===== config.mk =====
export PLATFORM = sky130hd
export DESIGN_NAME = io_timer_responder
export DESIGN_NICKNAME = d
export VERILOG_FILES = /design/src/rtl/io_timer_responder.sv
export SDC_FILE = /design/constraint.sdc
export NUM_CORES = 1
export LEC_CHECK = 0
export ABC_AREA = 1
export ABC_CLOCK_PERIOD_IN_PS = 2600
export CORE_MARGIN = 2
export CORE_UTILIZATION = 50
export CTS_BUF_LIST = sky130_fd_sc_hd__clkbuf_4
export DETAILED_ROUTE_END_ITERATION = 12
export PLACE_DENSITY = 0.72
export SYNTH_ARGS = -nofsm -noshare
export SYNTH_HDL_FRONTEND = slang
export SYNTH_SLANG_ARGS = --single-unit

===== constraint.sdc =====
create_clock -name clk -period 2.6 [get_ports clk]
set_clock_uncertainty 0.15 [all_clocks]
set_input_delay 0.39 -clock clk [delete_from_list [all_inputs] [get_ports clk]]
set_output_delay 0.39 -clock clk [all_outputs]
set_load 0.02 [all_outputs]

===== src/rtl/io_timer_responder.sv =====
`timescale 1ns/1ps
// Memory-mapped down-counting timer with a start/busy access handshake.
// An 8-word register window at BASE holds CTRL, LOAD, COUNT, STATUS and PRESCALE.
module io_timer_responder #(
    parameter logic [26:0] BASE = 27'h7000000
) (
    input  logic        clk,
    input  logic        reset,
    input  logic [26:0] address,
    input  logic [31:0] data,
    input  logic        we,
    input  logic        start,
    output logic        busy,
    output logic [31:0] q,
    output logic        irq,
    output logic [1:0]  dbg_state_o
);

    // Handshake: the initiator raises start and holds address/data/we until it
    // sees busy fall; busy drops after the ACCESS edge, and the initiator must
    // drop start before the next access can be accepted.
    typedef enum logic [1:0] {IDLE = 2'd0, ACCESS = 2'd1, DONE = 2'd2} state_t;

    state_t      state_q, state_d;
    logic [26:0] addr_q;
    logic [31:0] wdata_q;
    logic        we_q;

    logic        en_q, en_d, auto_q, auto_d, ie_q, ie_d;
    logic [31:0] load_q, load_d, count_q, count_d;
    logic        exp_q, exp_d;
    logic [15:0] prescale_q, prescale_d, pre_cnt_q, pre_cnt_d;
    logic [31:0] q_q, q_d;
    logic        irq_q, irq_d;

    logic        hit, acc_wr, acc_rd, tick, expire;
    logic [2:0]  off;
    logic [31:0] rdata;

    always_comb begin
        state_d = state_q;
        busy    = 1'b0;
        case (state_q)
            IDLE: begin
                busy = start;
                if (start) state_d = ACCESS;
            end
            ACCESS: begin
                busy    = 1'b1;
                state_d = DONE;
            end
            DONE:    if (!start) state_d = IDLE;
            default: state_d = IDLE;
        endcase
    end

    always_ff @(posedge clk) begin
        if (reset) begin
            state_q <= IDLE;
            addr_q  <= '0;
            wdata_q <= '0;
            we_q    <= 1'b0;
        end else begin
            state_q <= state_d;
            if (state_q == IDLE && start) begin
                addr_q  <= address;
                wdata_q <= data;
                we_q    <= we;
            end
        end
    end

    assign hit    = (addr_q[26:3] == BASE[26:3]);
    assign off    = addr_q[2:0];
    assign acc_wr = (state_q == ACCESS) && we_q && hit;
    assign acc_rd = (state_q == ACCESS) && !we_q;
    assign tick   = en_q && (pre_cnt_q == prescale_q);
    assign expire = tick && (count_q <= 32'd1);

    always_comb begin
        rdata = '0;
        case (off)
            3'd0:    rdata = {29'd0, ie_q, auto_q, en_q};
            3'd1:    rdata = load_q;
            3'd2:    rdata = count_q;
            3'd3:    rdata = {31'd0, exp_q};
            3'd4:    rdata = {16'd0, prescale_q};
            default: rdata = '0;
        endcase
    end

    always_comb begin
        en_d       = en_q;
        auto_d     = auto_q;
        ie_d       = ie_q;
        load_d     = load_q;
        count_d    = count_q;
        exp_d      = exp_q;
        prescale_d = prescale_q;
        pre_cnt_d  = pre_cnt_q;
        q_d        = q_q;
        irq_d      = expire && ie_q;

        if (en_q) pre_cnt_d = tick ? 16'd0 : pre_cnt_q + 16'd1;
        if (tick) count_d = expire ? (auto_q ? load_q : 32'd0) : count_q - 32'd1;
        if (expire) begin
            exp_d = 1'b1;
            if (!auto_q) en_d = 1'b0;
        end

        // Bus writes land after the timer update so a written CTRL wins over expiry.
        if (acc_wr) begin
            case (off)
                3'd0: begin
                    en_d   = wdata_q[0];
                    auto_d = wdata_q[1];
                    ie_d   = wdata_q[2];
                    if (!en_q && wdata_q[0]) begin
                        count_d   = load_q;
                        pre_cnt_d = 16'd0;
                    end
                end
                3'd1:    load_d = wdata_q;
                3'd3:    if (wdata_q[0] && !expire) exp_d = 1'b0;
                3'd4:    prescale_d = wdata_q[15:0];
                default: ;
            endcase
        end

        if (acc_rd) q_d = hit ? rdata : 32'd0;
    end

    always_ff @(posedge clk) begin
        if (reset) begin
            en_q       <= 1'b0;
            auto_q     <= 1'b0;
            ie_q       <= 1'b0;
            load_q     <= '0;
            count_q    <= '0;
            exp_q      <= 1'b0;
            prescale_q <= '0;
            pre_cnt_q  <= '0;
            q_q        <= '0;
            irq_q      <= 1'b0;
        end else begin
            en_q       <= en_d;
            auto_q     <= auto_d;
            ie_q       <= ie_d;
            load_q     <= load_d;
            count_q    <= count_d;
            exp_q      <= exp_d;
            prescale_q <= prescale_d;
            pre_cnt_q  <= pre_cnt_d;
            q_q        <= q_d;
            irq_q      <= irq_d;
        end
    end

    assign q           = q_q;
    assign irq         = irq_q;
    assign dbg_state_o = state_q;

endmodule


==> impl_metrics.env <==
export IMPL_status="finished, final reports clean"
export IMPL_area_growth_pct=15.6
export IMPL_die_h_um=143
export IMPL_syn_area_per_cell_um2=6.55
export IMPL_synth_top_cell_area_share=0.403
export IMPL_min_path_type="primary input to flip-flop"
export IMPL_route_detailed_drc=0
export IMPL_ys_types=38
export IMPL_cts_sinks=195
export IMPL_antenna_found_initial=1
export IMPL_routedWlPerCell_um=15.3
export IMPL_fin_cells=1827
export IMPL_insertion_delay_ps=630
export IMPL_ys_top_cells_by_area="dfxtp_1 40%, nand2_1 13%, nor2_1 8.9%"
export IMPL_crit_arrival_ps=2620
export IMPL_ys_seq_area_frac=0.403
export IMPL_grt_pass1_wl_mm=44.5
export IMPL_placement_io_buffers=98
export IMPL_ioPinCount=99
export IMPL_tightest_slew_ps=832
export IMPL_coreArea_um2=18900
export IMPL_die_x_um=143
export IMPL_nFillCells=1897
export IMPL_end_kind="flip-flop"
export IMPL_grt_pass1_vias=8544
export IMPL_htree_levels=4
export IMPL_tritoncts="built"
export IMPL_hpwl_mm=20.1
export IMPL_cts_clk_slew_worst_paths_ps=180
export IMPL_worst_ep_required_time_ps=2930
export IMPL_p_per_area_nw_per_um2=466
export IMPL_synth_nets=1546
export IMPL_cp_max_fo=9
export IMPL_place_inst=1794
export IMPL_cp_start_kind="flip-flop"
export IMPL_detail_route_wirelength_mm=27.9
export IMPL_worstSetupPathType="flip-flop to flip-flop"
export IMPL_fin_crit_sh=0.882
export IMPL_numCtsBuffers=17
export IMPL_p_leak_nw=4.71
export IMPL_dr_pass1_iters=5
export IMPL_gp_congestion=0.996
export IMPL_synth_seq_cells=195
export IMPL_min_period_ps=2290
export IMPL_initial_core_util=0.513
export IMPL_peakVddDrop_mv=0.264
export IMPL_rows=50
export IMPL_relSlewSlack=0.446
export IMPL_vias=9688
export IMPL_rsz0062_at_grt="false"
export IMPL_grt_max_degree=103
export IMPL_ant_nets=0
export IMPL_maxCapViolations=0
export IMPL_via_per_inst=5.30
export IMPL_nets=1619
export IMPL_clock_root_buffer="clkbuf_4"
export IMPL_cts_buffer_depth=2
export IMPL_report_final_hold_viol_count=0
export IMPL_setup_violations=0
export IMPL_drv_slew=0
export IMPL_layout_drive_gt1_share=0.0658
export IMPL_post_cts_buffers=0
export IMPL_yosysTopAreaCell="dfxtp_1"
export IMPL_fp_dieArea_um2=20500
export IMPL_grtUsageTotal=0.278
export IMPL_drt_iter0_drc=897
export IMPL_grt_overflow_total=0
export IMPL_syn_area_um2=9700
export IMPL_tns_ps=0
export IMPL_fmax_ghz=0.436
export IMPL_synthCells=1480
export IMPL_yosys_warnings=0
[final timing paths]
| path | slack (ps) | cells after the start | to | start |
|---|---|---|---|---|
| worst max-delay path | 310 | 10 | en_q | count_q[0] |
| worst min-delay path | 150 | 4 | count_q[13] | reset |
| worst max register to register | 310 | 10 | en_q | count_q[0] |
| worst min register to register | 300 | 2 | load_q[17] | wdata_q[17] |
[layout by cell type, fill, tap and decap left out, drive strengths merged]
| cell type | synthesis | routed |
|---|---|---|
| dfxtp | 195 | 195 |
| or2 | 2 | 2 |
| o22ai | 12 | 12 |
| xnor2 | 4 | 4 |
| clkbuf | 44 | 17 |
| nand3 | 69 | 69 |
| nor3b | 1 | 1 |
| dlymetal6s2s | 0 | 1 |
| nand3b | 3 | 3 |
| buf | 33 | 34 |
| inv | 153 | 161 |
| o221ai | 5 | 5 |
| a211oi | 1 | 1 |
| clkdlybuf4s50 | 0 | 96 |
| a21oi | 144 | 144 |
| nor3 | 10 | 10 |
| and2 | 3 | 3 |
| xor2 | 10 | 10 |
| nor2 | 245 | 245 |
| clkinvlp | 0 | 1 |
| nand4 | 15 | 15 |
| o31ai | 1 | 1 |
| o211ai | 5 | 5 |
| nand2 | 333 | 333 |
| ha | 3 | 3 |
| diode | 0 | 1 |
| clkinv | 1 | 7 |
| o21ai | 188 | 188 |
[per-layer routing]
metal | vias up | track usage | share of wire
met5 | - | 0 | 0
met3 | 41 | 0.0634 | 0.097
met2 | 390 | 0.406 | 0.42
met1 | 4347 | 0.409 | 0.47
li1 | 4910 | - | -
met4 | 0 | 0.0759 | 0.017
[synthesized netlist by cell type, drive strengths merged]
cell    count
nand4      15
and2        3
nor2      245
ha          3
xnor2       4
a21oi     144
or2         2
o31ai       1
nor3b       1
o211ai      5
nand3b      3
inv       153
buf        33
o21ai     188
o221ai      5
nand3      69
xor2       10
nand2     333
dfxtp     195
o22ai      12
nor3       10
clkbuf     44
a211oi      1
clkinv      1
[through the flow]
step,hold WS (ps),utilization,power (mW),setup slack (ps),area [µm²]
6_report,153,0.593,5.23,306,11200
5_1_grt,122,0.593,5.43,118,11200
4_1_cts,97.7,0.593,5.25,44.9,11200
3_5_place_dp,292,0.578,3.63,268,10900
3_3_place_gp,288,0.578,3.62,296,10900
2_1_floorplan,279,-,3.43,624,9700
[report_power, final]
part	switching [mW]	internal, mW	leakage, nW	total, mW
Clock	1.22	0.442	0.154	1.66
Combinational	0.274	0.183	2.97	0.457
Sequential	0.0338	3.08	1.58	3.11
[critical path, cell delays in order (launching register included)]
cell and delay (ps):
dfxtp_1 350, inv_1 140, ha_1 280, o21ai_0 150, nor2_1 120, nand2_1 100, nor2_2 190, buf_4 210
nand4_1 180, o21ai_0 220, a21oi_1 80
[cell type report]
| class | instances | area (µm²) | area share |
|---|---|---|---|
| timing repair buffer | 131 | 1260 | 0.113 |
| tap | 260 | 325 | 0.0290 |
| sequential | 195 | 3900 | 0.348 |
| inverter | 154 | 579 | 0.0517 |
| clock buffer | 17 | 128 | 0.0114 |
| antenna | 1 | 2.50 | 0.000223 |
| clock inverter | 15 | 161 | 0.0144 |
| multi-input combinational | 1054 | 4850 | 0.432 |
[cell families after synthesis]
kind of cell / synth area share
fa+ha+maj: 0.00387
flops: 0.403
xor+xnor: 0.0126
compound gates: 0.190
simple gates: 0.293
buf+inv: 0.0982
[registers in the layout (all words and copies together) (netlist names), 2 cells and up]
register and cells:
load_q 32, dbg_state_o 2, prescale_q 16, q 32, addr_q 27, wdata_q 32
pre_cnt_q 16, count_q 32
[what timing repair did]
| item | in CTS | in global routing |
|---|---|---|
| hold buffers | 0 | 0 |
| resized for setup | 0 | 1 |
| endpoints found under the setup margin | 0 | 1 |
Power figures use the tool's default switching activity.
